**src/rtl/pipe_pkg.sv**
```systemverilog
// Shared opcode bit indices and the pipeline stage payload for the MAC pipeline.
package pipe_pkg;

  localparam int unsigned OP_W        = 6;
  localparam int unsigned OP_NOP      = 0;
  localparam int unsigned OP_LD_DATA  = 1;
  localparam int unsigned OP_LD_COEFF = 2;
  localparam int unsigned OP_ADD      = 3;
  localparam int unsigned OP_MULT     = 4;
  localparam int unsigned OP_WRITE    = 5;

  typedef struct packed {
    logic mult;
    logic add;
    logic wr;
  } stage_t;

endpackage

```
**src/rtl/mac_lane.sv**
```systemverilog
// One MAC lane: operand registers, operand snapshot, signed multiplier,
// saturating accumulator, result register and sticky saturation flag.
module mac_lane #(
  parameter int unsigned DATA_W = 8,
  parameter int unsigned ACC_W  = 20
) (
  input  logic                     clk,
  input  logic                     resetn,
  input  logic                     ld_d_we,
  input  logic                     ld_c_we,
  input  logic signed [DATA_W-1:0] ld_d,
  input  logic signed [DATA_W-1:0] ld_c,
  input  logic                     snap,
  input  logic                     mul,
  input  logic                     add,
  input  logic                     wr,
  output logic signed [ACC_W-1:0]  res,
  output logic                     sat
);

  localparam int unsigned PW = 2 * DATA_W;
  localparam logic [ACC_W-1:0] ACC_MAX = {1'b0, {(ACC_W-1){1'b1}}};
  localparam logic [ACC_W-1:0] ACC_MIN = {1'b1, {(ACC_W-1){1'b0}}};

  logic signed [DATA_W-1:0] opd, opc, snd, snc;
  logic signed [PW-1:0]     prod;
  logic signed [ACC_W-1:0]  acc, acc_nxt_c;
  logic [ACC_W:0]           sum_c;
  logic                     ovf_c;

  // Accumulate with one guard bit; clamp when the guard and sign bits disagree.
  always_comb begin
    sum_c     = {acc[ACC_W-1], acc} + {{(ACC_W+1-PW){prod[PW-1]}}, prod};
    ovf_c     = add && (sum_c[ACC_W] != sum_c[ACC_W-1]);
    acc_nxt_c = acc;
    if (add) begin
      if (ovf_c) acc_nxt_c = sum_c[ACC_W] ? ACC_MIN : ACC_MAX;
      else       acc_nxt_c = sum_c[ACC_W-1:0];
    end
  end

  always_ff @(posedge clk or negedge resetn) begin
    if (!resetn) begin
      opd  <= '0;
      opc  <= '0;
      snd  <= '0;
      snc  <= '0;
      prod <= '0;
      acc  <= '0;
      res  <= '0;
      sat  <= 1'b0;
    end else begin
      if (ld_d_we) opd <= ld_d;
      if (ld_c_we) opc <= ld_c;
      if (snap) begin
        snd <= opd;
        snc <= opc;
      end
      if (mul) prod <= PW'(snd) * PW'(snc);
      // WRITE publishes the updated sum, then restarts the lane from zero.
      if (wr) begin
        res <= acc_nxt_c;
        acc <= '0;
        sat <= 1'b0;
      end else begin
        acc <= acc_nxt_c;
        if (ovf_c) sat <= 1'b1;
      end
    end
  end

endmodule

```
**src/rtl/mac_pipeline.sv**
```systemverilog
// Instruction-driven multi-lane MAC pipeline with delayed operand loads and
// load-to-MULT collision handling (stall or squash).
module mac_pipeline
  import pipe_pkg::*;
#(
  parameter int unsigned DATA_W     = 8,
  parameter int unsigned ACC_W      = 20,
  parameter int unsigned LANES      = 4,
  parameter int unsigned LD_LAT     = 2,
  parameter int unsigned STALL_MODE = 1
) (
  input  logic                      clk,
  input  logic                      resetn,
  input  logic                      inst_valid,
  output logic                      inst_ready,
  input  logic [OP_W-1:0]           inst,
  input  logic [LANES*DATA_W-1:0]   data_in,
  input  logic [LANES*DATA_W-1:0]   coeff_in,
  output logic                      out_valid,
  output logic [LANES*ACC_W-1:0]    out_data,
  output logic                      collide,
  output logic [LANES-1:0]          sat,
  output logic                      busy
);

  localparam int unsigned VW = LANES * DATA_W;

  logic [OP_W-1:0]   op_c;
  logic              bubble_c, coll_c, squash_c, accept_c, ld_any_c;
  stage_t            issue_c, s1, s2;
  logic              s3_add, s3_wr;
  logic [LD_LAT-1:0] ld_hist, ldd_v, ldc_v;
  logic [VW-1:0]     ldd_q [LD_LAT];
  logic [VW-1:0]     ldc_q [LD_LAT];

  // Decode, collision detection and the combinational accept handshake.
  always_comb begin
    op_c     = inst & ~(OP_W'(1) << OP_NOP);
    bubble_c = (op_c == '0);
    coll_c   = 1'b0;
    for (int i = 0; i < int'(LD_LAT) - 1; i++) coll_c = coll_c | ld_hist[i];
    inst_ready   = !((STALL_MODE != 0) && inst_valid && op_c[OP_MULT] && coll_c);
    accept_c     = inst_valid && inst_ready;
    squash_c     = (STALL_MODE == 0) && coll_c && op_c[OP_MULT];
    ld_any_c     = op_c[OP_LD_DATA] || op_c[OP_LD_COEFF];
    issue_c.mult = op_c[OP_MULT] && !squash_c;
    issue_c.add  = op_c[OP_ADD] && !squash_c;
    issue_c.wr   = op_c[OP_WRITE];
  end

  always_ff @(posedge clk or negedge resetn) begin
    if (!resetn) begin
      s1        <= '0;
      s2        <= '0;
      s3_add    <= 1'b0;
      s3_wr     <= 1'b0;
      out_valid <= 1'b0;
      collide   <= 1'b0;
      ld_hist   <= '0;
      ldd_v     <= '0;
      ldc_v     <= '0;
      for (int i = 0; i < int'(LD_LAT); i++) begin
        ldd_q[i] <= '0;
        ldc_q[i] <= '0;
      end
    end else begin
      s1        <= (accept_c && !bubble_c) ? issue_c : '0;
      s2        <= s1;
      s3_add    <= s2.add;
      s3_wr     <= s2.wr;
      out_valid <= s3_wr;
      collide   <= accept_c && squash_c;
      // Load delay line; its last stage writes the lane operand registers.
      ld_hist[0] <= accept_c && ld_any_c;
      ldd_v[0]   <= accept_c && op_c[OP_LD_DATA];
      ldc_v[0]   <= accept_c && op_c[OP_LD_COEFF];
      ldd_q[0]   <= data_in;
      ldc_q[0]   <= coeff_in;
      for (int i = 1; i < int'(LD_LAT); i++) begin
        ld_hist[i] <= ld_hist[i-1];
        ldd_v[i]   <= ldd_v[i-1];
        ldc_v[i]   <= ldc_v[i-1];
        ldd_q[i]   <= ldd_q[i-1];
        ldc_q[i]   <= ldc_q[i-1];
      end
    end
  end

  assign busy = s1.mult || s1.add || s1.wr || s2.mult || s2.add || s2.wr ||
                s3_add || s3_wr || (|ld_hist);

  for (genvar g = 0; g < int'(LANES); g++) begin : g_lane
    mac_lane #(
      .DATA_W(DATA_W),
      .ACC_W (ACC_W)
    ) u_lane (
      .clk     (clk),
      .resetn  (resetn),
      .ld_d_we (ldd_v[LD_LAT-1]),
      .ld_c_we (ldc_v[LD_LAT-1]),
      .ld_d    (ldd_q[LD_LAT-1][g*DATA_W +: DATA_W]),
      .ld_c    (ldc_q[LD_LAT-1][g*DATA_W +: DATA_W]),
      .snap    (s1.mult),
      .mul     (s2.mult),
      .add     (s3_add),
      .wr      (s3_wr),
      .res     (out_data[g*ACC_W +: ACC_W]),
      .sat     (sat[g])
    );
  end

endmodule
```
**config.mk**
```make
export PLATFORM = sky130hd
export DESIGN_NAME = mac_pipeline
export DESIGN_NICKNAME = d
export VERILOG_FILES = /design/src/rtl/pipe_pkg.sv /design/src/rtl/mac_lane.sv /design/src/rtl/mac_pipeline.sv
export SDC_FILE = /design/constraint.sdc
export NUM_CORES = 1
export LEC_CHECK = 0
export CORE_ASPECT_RATIO = 1.4
export CORE_MARGIN = 2
export CORE_UTILIZATION = 57
export CTS_BUF_LIST = sky130_fd_sc_hd__clkbuf_8
export DETAILED_ROUTE_END_ITERATION = 8
export PLACE_DENSITY = 0.76
export SYNTH_ARGS = -nofsm -noshare
export SYNTH_HDL_FRONTEND = slang
export SYNTH_SLANG_ARGS = --single-unit
```
**constraint.sdc**
```tcl
create_clock -name clk -period 4.4 [get_ports clk]
set_clock_uncertainty 0.1 [all_clocks]
set_input_delay 0.44 -clock clk [delete_from_list [all_inputs] [get_ports clk]]
set_output_delay 0.44 -clock clk [all_outputs]
set_load 0.01 [all_outputs]
```
==> results of run 1 <==
worst max-delay path, cell delays in order (launching register included):
cell,delay [ns]
sky130_fd_sc_hd__dfrtp_2,0.44
sky130_fd_sc_hd__buf_4,0.15
sky130_fd_sc_hd__and2_1,0.13
sky130_fd_sc_hd__fa_1,0.46
sky130_fd_sc_hd__ha_1,0.30
sky130_fd_sc_hd__inv_1,0.05
sky130_fd_sc_hd__fa_1,0.49
sky130_fd_sc_hd__fa_1,0.53
sky130_fd_sc_hd__inv_2,0.05
sky130_fd_sc_hd__ha_4,0.21
sky130_fd_sc_hd__nor2b_2,0.16
sky130_fd_sc_hd__o21ai_4,0.13
sky130_fd_sc_hd__a21oi_2,0.08
sky130_fd_sc_hd__o21ai_1,0.20
sky130_fd_sc_hd__a21boi_1,0.11
sky130_fd_sc_hd__o211ai_1,0.23
sky130_fd_sc_hd__a21oi_1,0.10
sky130_fd_sc_hd__or4b_4,0.50
per-layer routing:
layer	wire [um]	up-vias	global-route usage, %
met2	34500	549	42.4
met3	3220	92	3.44
li1	-	10500	-
met1	29700	11100	31.7
met5	0	-	0
met4	1280	0	6.78
path summary, 6_finish.rpt:
kind | endpoint | cells past startpoint
max | g_lane[2].u_lane.prod[14] | 17
min | ldc_q[35] | 1
max reg2reg | g_lane[2].u_lane.prod[14] | 17
min reg2reg | ldd_q[18] | 0
max in group asynchronous | g_lane[2].u_lane.snd[2] | 3
min in group asynchronous | ldd_q[2] | 2
flip-flops by register name (all words and copies together) (netlist names), 4 cells and up:
name                flops
g_lane.u_lane.prod     64
g_lane.u_lane.opd      32
ldd_q                  64
g_lane.u_lane.res      80
g_lane.u_lane.snd      32
g_lane.u_lane.sat       4
g_lane.u_lane.snc      32
g_lane.u_lane.opc      32
ldc_q                  64
g_lane.u_lane.acc      80
layout by cell type, fill, tap and decap left out, drive strengths merged, types with 23 or more instances in the layout:
master,synthesis,final
dfrtp,499,499
inv,359,388
fa,224,224
ha,196,196
buf,27,180
nand2,176,176
mux2,173,173
and2,173,173
clkdlybuf4s50,0,157
a21oi,123,123
o21ai,121,121
nor2b,105,105
clkbuf,72,94
nor2,87,87
xnor2,83,83
a21o,47,47
a221o,38,38
a22o,37,37
nor3,34,34
o22ai,30,30
nand3,24,24
xor2,24,24
nand2b,23,23
o21a,23,23
stage by stage:
stage | utilization, % | setup WS [ns]
after floorplan | - | -0.0166
after global placement | 63.5 | -0.147
after detailed placement | 63.5 | -0.192
after CTS | 66.7 | -0.0873
after global routing | 68.0 | -0.283
final | 68.0 | -0.135
cells in the mapped netlist (5+ instances only):
cell type / n / share of area [%]
sky130_fd_sc_hd__dfrtp_1: 499 / 40
sky130_fd_sc_hd__a21boi_0: 8 / 0.19
sky130_fd_sc_hd__fa_1: 224 / 14
sky130_fd_sc_hd__nand3_1: 24 / 0.38
sky130_fd_sc_hd__ha_1: 196 / 7.8
sky130_fd_sc_hd__nand2_1: 176 / 2.1
sky130_fd_sc_hd__o21bai_1: 21 / 0.50
sky130_fd_sc_hd__o221ai_1: 11 / 0.31
sky130_fd_sc_hd__clkbuf_1: 72 / 0.86
sky130_fd_sc_hd__a221o_1: 38 / 1.2
sky130_fd_sc_hd__xnor2_1: 83 / 2.3
sky130_fd_sc_hd__nand2b_1: 23 / 0.46
sky130_fd_sc_hd__or2_2: 5 / 0.099
sky130_fd_sc_hd__nor2b_1: 105 / 2.1
sky130_fd_sc_hd__nor2_1: 87 / 1.0
sky130_fd_sc_hd__nor3_1: 34 / 0.54
sky130_fd_sc_hd__nand4_1: 14 / 0.28
sky130_fd_sc_hd__and3_1: 15 / 0.30
sky130_fd_sc_hd__buf_4: 7 / 0.17
sky130_fd_sc_hd__inv_1: 359 / 4.3
sky130_fd_sc_hd__o211ai_1: 9 / 0.21
sky130_fd_sc_hd__and2_1: 173 / 3.4
sky130_fd_sc_hd__buf_1: 8 / 0.095
sky130_fd_sc_hd__a41oi_1: 12 / 0.33
sky130_fd_sc_hd__a22o_1: 37 / 1.0
sky130_fd_sc_hd__a21o_1: 47 / 1.1
sky130_fd_sc_hd__a21oi_1: 121 / 1.9
sky130_fd_sc_hd__o21a_1: 23 / 0.55
sky130_fd_sc_hd__o22ai_1: 30 / 0.59
sky130_fd_sc_hd__o21ai_0: 110 / 1.7
sky130_fd_sc_hd__a211oi_1: 21 / 0.50
sky130_fd_sc_hd__buf_2: 10 / 0.16
sky130_fd_sc_hd__o21ai_1: 9 / 0.14
sky130_fd_sc_hd__xor2_1: 24 / 0.67
sky130_fd_sc_hd__mux2i_1: 6 / 0.19
sky130_fd_sc_hd__mux2_2: 173 / 6.2
sky130_fd_sc_hd__a211o_1: 8 / 0.22
sky130_fd_sc_hd__a31oi_1: 14 / 0.28
sky130_fd_sc_hd__o31ai_1: 11 / 0.26
area by class of cell:
type	instances	area, um^2
inverter	361	1360
timing repair buffer	338	3040
tap	728	911
fill	4074	17600
clock buffer	94	1290
multi-input combinational	1955	18000
antenna	1	2.50
sequential	499	12500
clock inverter	41	248
kinds of logic (layout without fill, tap and decap cells):
kind of cell / after synthesis / count (layout) / share of synthesized area (%)
flip-flops: 499 / 499 / 39.5
other: 1 / 2 / 0.0119
XOR/XNOR: 107 / 107 / 2.97
buffers and inverters: 460 / 834 / 5.64
AND/OR/NAND/NOR: 681 / 681 / 11.3
adder cells (fa/ha/maj): 420 / 420 / 22.0
AO/OA/AOI/OAI: 566 / 566 / 12.2
multiplexers: 180 / 180 / 6.40
repair_timing:
action / CTS / global route
buffers inserted: 11 / 16
pin swaps: 25 / 72
hold buffers: 1 / 0
endpoints found under the hold margin: 106 / 0
endpoints found under the setup margin: 15 / 20
gates resized for setup: 42 / 137
==> summary by stage, run 1 <==
Layout
The layout overhead on the synthesized area is 18.4%. The area of all placed cells without fillers is 0.0374 mm^2. The net count of the finished layout is between 3k and 4k. The proportion of layout cells with a drive suffix above 1 is between 10% and 20%. The filler-free cell count of the finished design is between 4k and 5k.

Clocking
The total number of clock tree sinks is 499. The number of buffers between clock root and the deepest sink is 3. The CTS root buffer is sky130_fd_sc_hd__clkbuf_8. In this run the number of H-tree levels came out at 3. The CTS tree is yes. Clock-pin slew was measured on the worst setup and hold paths at around 0.060 ns. Counting the buffers created by CTS gives between 70 and 80. The insertion delay to the later sink of the worst-skew pair is 0.67 ns.

Min path
The startpoint identified for the worst hold timing path is coeff_in[3]. The class of the tightest hold or removal check is in2reg.

Detailed routing
After detailed routing, the number of vias per cell comes to around 5.5. The number of design rule violations left after detail routing is 0. For this run, the detailed router's first-pass iteration total came to 5.

The detailed-route via count is approximately 22k. The count of antenna-violating nets left after detailed routing is 0. In the final routed layout, each cell accounts on average for ~17 um.

The detailed router finished its first iteration with roughly 960 violations. The final layout contains routed wiring with a total length of between 60000 and 70000 um.

Critical path
The worst setup path is captured at a register. Tracing the worst setup path back leads to its startpoint at g_lane[2].u_lane.snd[3]. The critical path is of the reg2reg type.

The worst register-to-register path has a setup slack of -0.13 ns. The kind of launch point of the worst setup path is a register. The maximum fanout encountered on the critical timing path is 6. For the worst setup path, the data arrival time is between 4 and 5 ns.

The startpoint identified for the worst register-to-register timing path is g_lane[2].u_lane.snd[3]. For the worst setup path, the data required time is roughly 4.8 ns.

STA
The slew at the pin closest to its max-slew limit is slightly below 1 ns. The sum of negative setup slack is -0.232 ns. In the post-route analysis, the smallest setup slack over all paths is -0.135 ns.

Setup violations remaining at the end of the flow were counted as 3. Hold is met by about 0.14 ns. The total count of max-transition violations in the final report was 0. Static timing analysis puts the maximum clock frequency at approximately 220 MHz. The hold violation count in the final report is 0.

The worst path uses 103% of the clock period. Setup repair after global routing could not meet its margin everywhere. The final critical path time including I/O delays and setup is around 4.5 ns. The relative max-transition margin is between 30% and 40%.

Floorplanning
The initial utilization of the core area, before any placement, comes to 57.4%. The number of core rows is around 100. The standard cell core area is between 0.05 and 0.06 mm^2. The die outline area is 0.0573 mm^2. The I/O pin total is about 160. The die height is between 200 and 300 um. The floorplan die width is 203 um.

GRT
The number of global-route vias before repair is about 23k. Entering global routing, the biggest net connects 115 pins. The wire length of the first global-routing pass is about 110000 um. The initial antenna violation count is 1. The total overflow left after global routing is 0.

For this run, the total global-route usage over all layers was measured as roughly a quarter.

Logic synthesis
Synthesis produced 2914 cells. The number of warning messages in the yosys log is 0. The register bit total from synthesis is around 500.

The post-synthesis cell area is between 0.03 and 0.04 mm^2. The synthesized netlist contains 75 unique library cells. The fraction of registers with async set/reset is 100%. The net count after synthesis is roughly 3.4k.

In the synthesized netlist the dominant register cell turns out to be sky130_fd_sc_hd__dfrtp_1. The mean cell area of the mapped netlist is ~11 um^2. The sequential element share of the synthesized area is 39.5%. The number of flops mapped to enable cells by yosys is 0.

Placed design
In this run the tool buffered the top-level ports with approximately 160 buffer cells. Detailed placement finished with a half-perimeter wire length of 50200 um. At the end of routability-driven placement, the weighted congestion stood at about 0.88.

The total placed instance area is 0.0349 mm^2. In this run, placement finished with an instance count of around 3.9k.

Run status
The final reports fail on negative setup slack. The run finished, with violations left.

Job
The number of maximum-capacitance violations is 0.
Power of run 1 is not shown: default switching activity piles up to over one toggle a cycle in this logic, so the estimate is an artifact.
==> run 2, diff against run 1 <==
--- a/config.mk
+++ b/config.mk
@@ -5,12 +5,13 @@
 export SDC_FILE = /design/constraint.sdc
 export NUM_CORES = 1
 export LEC_CHECK = 0
-export CORE_ASPECT_RATIO = 1.4
+export CORE_ASPECT_RATIO = 1.5
 export CORE_MARGIN = 2
-export CORE_UTILIZATION = 57
+export CORE_UTILIZATION = 60
 export CTS_BUF_LIST = sky130_fd_sc_hd__clkbuf_8
 export DETAILED_ROUTE_END_ITERATION = 8
-export PLACE_DENSITY = 0.76
+export MAX_ROUTING_LAYER = met4
+export PLACE_DENSITY = 0.77
 export SYNTH_ARGS = -nofsm -noshare
 export SYNTH_HDL_FRONTEND = slang
 export SYNTH_SLANG_ARGS = --single-unit
==> constraint.sdc (replaced) <==
create_clock -name clk -period 4.75 [get_ports clk]
set_clock_uncertainty 0.1 [all_clocks]
set_input_delay 0.475 -clock clk [delete_from_list [all_inputs] [get_ports clk]]
set_output_delay 0.475 -clock clk [all_outputs]
set_load 0.01 [all_outputs]
==> run 2 against run 1 <==
Compared with the run above: the run now ends clean; final cell count down 3.3%; die area shrank 4.9%; register-to-register slack gained 0.34 ns; first-iteration DRC count increased by 1.3%; hold slack better by 0.018 ns; routed wire length shrank 2.8%.
==> summary by stage, run 2 (synthesis gave the netlist of run 1 again) <==
Floorplanning
The die outline area is 0.0545 mm^2 (-4.9%). The starting utilization of the core area came to 60.4% (+2.9 points). The number of core rows is 103 (+0.98%).

The I/O pin total is 161 (unchanged). The die height came to 285 um (+0.88%). The standard cell core area is 0.0523 mm^2 (-4.9%). The floorplan die width is 191 um (-5.7%).

Detailed routing
The detailed-route wire length per cell came to 17.2 um (+0.56%). The detailed-router iteration count before antenna repair is 6 (+1). The ratio of routed vias to standard cells was 5.60 (+1.1%). The count of antenna-violating nets left after detailed routing came to 0 (unchanged). The number of design rule violations left after detail routing came to 0 (unchanged). The detailed-route via count is 21.7k (-2.2%). The final wirelength is 66800 um (-2.8%). The number of design-rule violations left by the first detailed-router iteration is 967 (+1.3%).

Clocking
The number of H-tree levels was 3 (unchanged). The clock-pin slew reported for the worst setup and hold paths after clock tree synthesis is 0.07 ns (about the same). The total number of clock tree sinks was 499 (unchanged).

In this run the clock root is driven by a sky130_fd_sc_hd__clkbuf_8. The number of CTS-inserted buffers is 77 (unchanged). The number of buffers between clock root and the deepest sink is 3 (unchanged).

The CTS tree is yes. The insertion delay to the later sink of the worst-skew pair is 0.66 ns (about the same).

STA
The total count of max-transition violations in the final report is 0 (unchanged). The slew at the pin closest to its max-slew limit is 0.887 ns (-0.0886 ns). The minimum setup slack in the final design is 0.202 ns (+0.337 ns). The final worst-path cycle share is 95.7% (-7.3 points).

The relative max-transition margin is 40.9% (+5.9 points). The final critical path time including I/O delays and setup is 4.55 ns (+0.0135 ns). The sum of negative setup slack is 0 ns (+0.232 ns). The final count of negative-setup-slack endpoints is 0 (-3).

The hold violation count in the final report is 0 (unchanged). The fmax was 220 MHz (-0.30%).

Placed design
The placed wire-length estimate after detailed placement was 49400 um (-1.5%). The count of buffers inserted at the top-level ports came to 158 (unchanged). The pre-CTS worst setup slack is -0.115 ns (+0.0768 ns). The weighted congestion reported at the end of routability-driven placement is 0.880 (about the same).

The total placed instance area came to 0.0343 mm^2 (-1.8%).

GRT
The number of global-route vias before repair is 23.1k (-0.56%). The met3 track demand over resource is 2.68% (-0.76 points). The total congestion overflow is 0 (unchanged).

The most congested layer reported by global routing is met2. The wire length of the first global-routing pass came to 113000 um (-0.54%). The total track usage came to 26.3% (+2.1 points).

The pin count of the biggest net entering global routing came to 116 (+0.87%). The global-route track usage on met2 is 43.4% (+1.0 points). The met1 global-route usage came to 34.2% (+2.6 points).

The initial antenna violation count is 1 (unchanged).

Layout
The number of nets at the end of the flow is 3639 (-2.3%). The number of fillers in the final layout is 4056 (-0.44%). The leading cell type in the layout, fill and taps excluded is sky130_fd_sc_hd__dfrtp_1. In the layout the commonest cells are sky130_fd_sc_hd__dfrtp_1 (487), sky130_fd_sc_hd__inv_1 (377), sky130_fd_sc_hd__fa_1 (222), sky130_fd_sc_hd__ha_1 (192), sky130_fd_sc_hd__nand2_1 (175). The layout overhead on the synthesized area is 14.1%.

The largest registers in the layout are g_lane.u_lane.acc (80), g_lane.u_lane.res (80). The area of all placed cells without fillers is 0.0360 mm^2 (-3.6%). The proportion of layout cells with a drive suffix above 1 came to 13.7% (-5.5 points). The final core utilization is 68.8% (+0.89 points).

Critical path
The cell count of the worst reg-to-reg path is 17 (unchanged). The kind of end point of the critical path is a register. The worst setup path is of the reg2reg kind. STA classifies the critical path startpoint as a register. The data required time at the worst endpoint came to 5.19 ns (+0.38 ns). The maximum fanout encountered on the critical timing path is 2 (-4). The signal arrival time at the worst endpoint is 4.99 ns (+0.04 ns).

Min path
The hold path depth is 1 (unchanged). The class of the tightest hold or removal check is in2reg.

Job
The number of maximum-capacitance violations came to 0 (unchanged).

Run status
The flow ran to the end, and the final reports show no timing, DRC or antenna violations.
[run 2: changes by cell type in the layout (fill, tap and decap cells not counted), sizes merged]
cell	change
clkinvlp	+4
clkinv	+1
clkbuf	+3
inv	-6
bufinv	-3
buf	-86
[run 2: metal layers]
layer  part of all wire [%]  wire, um  up-vias
met5                      0         0        -
met4                    2.2      1490        0
met3                    4.0      2660      109
met2                     50     33300      500
met1                     44     29400    10800
li1                       -         -    10300
[run 2: final cells by class]
| type | count | area, um^2 | area share [%] |
|---|---|---|---|
| clock inverters | 37 | 185 | 0.514 |
| clock buffers | 97 | 1340 | 3.71 |
| multi-input cells | 1955 | 17400 | 48.4 |
| flip-flops and latches | 499 | 12500 | 34.7 |
| diodes | 1 | 2.50 | 0.00695 |
| well taps | 682 | 853 | 2.37 |
| inverters | 361 | 1360 | 3.76 |
| repair buffers | 252 | 2350 | 6.52 |
[run 2: metrics by stage]
step                std cells  hold slack (ns)
finish                   3884            0.162
global placement         3740            0.231
global route             3884            0.134
CTS                      3875            0.109
floorplan                2914           0.0794
detailed placement       3740            0.235
[run 2: final timing paths]
path                                    startpoint                   endpoint  slack, ns
max                        g_lane[2].u_lane.snc[2]  g_lane[2].u_lane.prod[14]       0.20
min                                   coeff_in[15]                  ldc_q[47]       0.16
max reg2reg                g_lane[2].u_lane.snc[2]  g_lane[2].u_lane.prod[14]       0.20
min reg2reg                              ldc_q[40]                   ldc_q[8]       0.24
max in group asynchronous                   resetn    g_lane[2].u_lane.snd[4]       3.01
min in group asynchronous                   resetn                  ldc_q[35]       0.41
[run 2: timing repair]
| item | CTS | global route |
|---|---|---|
| pin swaps | 2 | 21 |
| hold endpoints to repair | 106 | 0 |
| buffers inserted | 0 | 8 |
| gates resized for setup | 4 | 51 |
| endpoints found under the setup margin | 4 | 15 |
| hold buffers | 1 | 0 |
[run 2: critical path, stage by stage, from the launching register on]
cell	delay, ns
sky130_fd_sc_hd__dfrtp_1	0.40
sky130_fd_sc_hd__and2_4	0.17
sky130_fd_sc_hd__fa_1	0.53
sky130_fd_sc_hd__inv_1	0.05
sky130_fd_sc_hd__fa_1	0.54
sky130_fd_sc_hd__inv_1	0.06
sky130_fd_sc_hd__fa_1	0.47
sky130_fd_sc_hd__inv_1	0.05
sky130_fd_sc_hd__fa_1	0.48
sky130_fd_sc_hd__inv_1	0.07
sky130_fd_sc_hd__ha_4	0.27
sky130_fd_sc_hd__o21ai_2	0.06
sky130_fd_sc_hd__a21oi_2	0.16
sky130_fd_sc_hd__o21ai_1	0.10
sky130_fd_sc_hd__a21boi_1	0.21
sky130_fd_sc_hd__o211ai_1	0.15
sky130_fd_sc_hd__nand4_1	0.11
sky130_fd_sc_hd__or4b_4	0.46
Power of run 2 is left out for the same reason.
==> run 3, diff against run 2 <==
--- a/config.mk
+++ b/config.mk
@@ -12,6 +12,7 @@
 export DETAILED_ROUTE_END_ITERATION = 8
 export MAX_ROUTING_LAYER = met4
 export PLACE_DENSITY = 0.77
+export SETUP_SLACK_MARGIN = 0.02
 export SYNTH_ARGS = -nofsm -noshare
 export SYNTH_HDL_FRONTEND = slang
 export SYNTH_SLANG_ARGS = --single-unit
==> run 3 against run 2 <==
Compared with the run above: global-route usage stayed put; final cell count about the same; die area is the same; core utilization about the same; non-clock buffer count down 1; highest routed layer unchanged; flip-flop and latch count unchanged; hold slack improved by 0.00065 ns; cell area about the same; sequential share of layout area hardly changed; setup slack about the same; clock-buffer cell count stayed put.
==> summary by stage, run 3 (synthesis gave the netlist of run 1 again) <==
Clocking
The CTS root buffer is sky130_fd_sc_hd__clkbuf_8. The insertion delay to the later sink of the worst-skew pair is 0.66 ns (about the same). The number of CTS-inserted buffers is 77 (unchanged).

The clock-pin slew reported for the worst setup and hold paths after clock tree synthesis is 0.07 ns (about the same). The number of buffers between clock root and the deepest sink is 3 (unchanged). TritonCTS built the clock tree. The number of H-tree levels was 3 (unchanged).

The total number of clock tree sinks was 499 (unchanged).

Floorplanning
The floorplan die width came to 191 um (unchanged). The die outline area is 0.0545 mm^2 (unchanged). The I/O pin total came to 161 (unchanged).

The die height came to 285 um (unchanged). The standard cell core area was 0.0523 mm^2 (unchanged). The starting utilization of the core area is 60.4% (unchanged).

The number of core rows is 103 (unchanged).

Critical path
The signal arrival time at the worst endpoint is 4.99 ns (about the same). The cell at the slowest stage of the critical path is sky130_fd_sc_hd__fa_1. The dominant cell type by count on the critical path is sky130_fd_sc_hd__inv_1. The type of the setup path with the least slack is reg2reg. The signal on the critical path passes through and2_4 -> fa_1 -> inv_1 -> fa_1 -> inv_1 -> fa_1 -> inv_1 -> fa_1 -> inv_1 -> ha_4 -> buf_4 -> inv_1 -> o21a_1 -> o21ai_1 -> a41oi_2 -> a21oi_1 -> xnor2_1 -> mux2_2. The critical path buffer and inverter count came to 6 (+2). The worst setup path is launched from a register. The worst setup path is captured at a register. On the critical path the largest part of the delay comes from adder cells. The cell count along the critical path is 18 (+1). The cell count of the worst reg-to-reg path is 18 (+1).

The maximum fanout encountered on the critical timing path is 2 (unchanged). The data required time at the worst endpoint is 5.20 ns (about the same). The stage delay of the slowest cell on the critical path is 0.54 ns (about the same).

Detailed routing
The detailed-route wire length per cell came to 17.2 um (+0.15%). The count of antenna-violating nets left after detailed routing came to 0 (unchanged). The ratio of routed vias to standard cells is 5.62 (+0.40%). The detailed-route via count came to 21.8k (+0.38%). The detailed-router iteration count before antenna repair is 7 (+1). The number of design-rule violations left by the first detailed-router iteration is 967 (unchanged).

The final wirelength is 66800 um (+0.12%). The number of design rule violations left after detail routing is 0 (unchanged).

Layout
In the layout the commonest cells are sky130_fd_sc_hd__dfrtp_1 (487), sky130_fd_sc_hd__inv_1 (377), sky130_fd_sc_hd__fa_1 (222), sky130_fd_sc_hd__ha_1 (191), sky130_fd_sc_hd__nand2_1 (175). The layout overhead on the synthesized area is 14.1% (about the same). The leading cell type in the layout, fill and taps excluded is sky130_fd_sc_hd__dfrtp_1. The number of nets at the end of the flow is 3638 (-0.027%).

The proportion of layout cells with a drive suffix above 1 is 13.8% (+0.098 points). The largest registers in the layout are g_lane.u_lane.acc (80), g_lane.u_lane.res (80).

STA
The hold violation count in the final report was 0 (unchanged). The relative max-transition margin was 40.7% (-0.14 points). The final critical path time including I/O delays and setup is 4.55 ns (+0.000114 ns). The slew at the pin closest to its max-slew limit is 0.889 ns (+0.00215 ns). The minimum setup slack in the final design was 0.202 ns (-0.000114 ns). The total count of max-transition violations in the final report is 0 (unchanged). The final worst-path cycle share is 95.8% (about the same). The sum of negative setup slack came to 0 ns (unchanged). Setup repair after global routing could not meet its margin everywhere. The final count of negative-setup-slack endpoints is 0 (unchanged). The fmax is 220 MHz (about the same).

GRT
The initial antenna violation count is 1 (unchanged). The total congestion overflow was 0 (unchanged). The pin count of the biggest net entering global routing is 116 (unchanged).

The number of global-route vias before repair is 23.1k (unchanged). The wire length of the first global-routing pass is 113000 um (unchanged). The total track usage is 26.3% (unchanged).

Placed design
The pre-CTS worst setup slack is -0.115 ns (unchanged). The placed wire-length estimate after detailed placement is 49400 um (unchanged). The weighted congestion reported at the end of routability-driven placement is 0.880 (unchanged).

The count of buffers inserted at the top-level ports is 158 (unchanged).

Run status
The run finished with clean final reports.

Min path
The hold path depth is 1 (unchanged). The path class of the tightest hold or removal check is in2reg.

Job
The number of maximum-capacitance violations is 0 (unchanged).
[run 3: final timing paths]
path / from / endpoint / slack (ns)
max: g_lane[2].u_lane.snc[2] / g_lane[2].u_lane.prod[15] / 0.20
min: coeff_in[15] / ldc_q[47] / 0.16
max reg2reg: g_lane[2].u_lane.snc[2] / g_lane[2].u_lane.prod[15] / 0.20
min reg2reg: ldc_q[40] / ldc_q[8] / 0.24
max in group asynchronous: resetn / g_lane[2].u_lane.snd[4] / 3.03
min in group asynchronous: resetn / ldc_q[35] / 0.41
[run 3: cell type report]
cell class / count / area [um^2]
Multi-Input combinational cell: 1955 / 17500
Fill cell: 4055 / 16300
Sequential cell: 499 / 12500
Timing Repair Buffer: 251 / 2340
Inverter: 361 / 1360
Clock buffer: 97 / 1340
Tap cell: 682 / 853
Clock inverter: 37 / 185
Antenna cell: 1 / 2.50
[run 3: what timing repair did]
item / in CTS / in global routing
setup buffers: 0 / 7
endpoints found under the hold margin: 106 / 0
hold buffers: 1 / 0
resized for setup: 5 / 55
pin swaps: 2 / 23
setup endpoints to repair: 5 / 15
[run 3: layer usage]
metal	vias up	GRT usage, %	share of wire [%]
met5	-	-	0
met4	0	8.56	2.3
met3	115	2.68	4.0
met2	538	43.4	50
met1	10900	34.2	44
li1	10300	-	-
[run 3: worst register-to-register path: stages, from the launching register on]
cell                      delay, ns
sky130_fd_sc_hd__dfrtp_1       0.40
sky130_fd_sc_hd__and2_4        0.17
sky130_fd_sc_hd__fa_1          0.53
sky130_fd_sc_hd__inv_1         0.05
sky130_fd_sc_hd__fa_1          0.54
sky130_fd_sc_hd__inv_1         0.06
sky130_fd_sc_hd__fa_1          0.47
sky130_fd_sc_hd__inv_1         0.05
sky130_fd_sc_hd__fa_1          0.48
sky130_fd_sc_hd__inv_1         0.07
sky130_fd_sc_hd__ha_4          0.27
sky130_fd_sc_hd__buf_4         0.11
sky130_fd_sc_hd__inv_1         0.03
sky130_fd_sc_hd__o21a_1        0.18
sky130_fd_sc_hd__o21ai_1       0.21
sky130_fd_sc_hd__a41oi_2       0.16
sky130_fd_sc_hd__a21oi_1       0.20
sky130_fd_sc_hd__xnor2_1       0.10
sky130_fd_sc_hd__mux2_2        0.26
[run 3: through the flow]
step	hold slack, ns	area [um^2]	instances	utilization (%)
2_1_floorplan	0.0794	31600	2914	-
3_3_place_gp	0.231	34300	3740	65.5
3_5_place_dp	0.235	34300	3740	65.5
4_1_cts	0.109	35800	3875	68.5
5_1_grt	0.134	36000	3883	68.9
6_report	0.163	36000	3883	68.9
Power of run 3 is left out for the same reason.
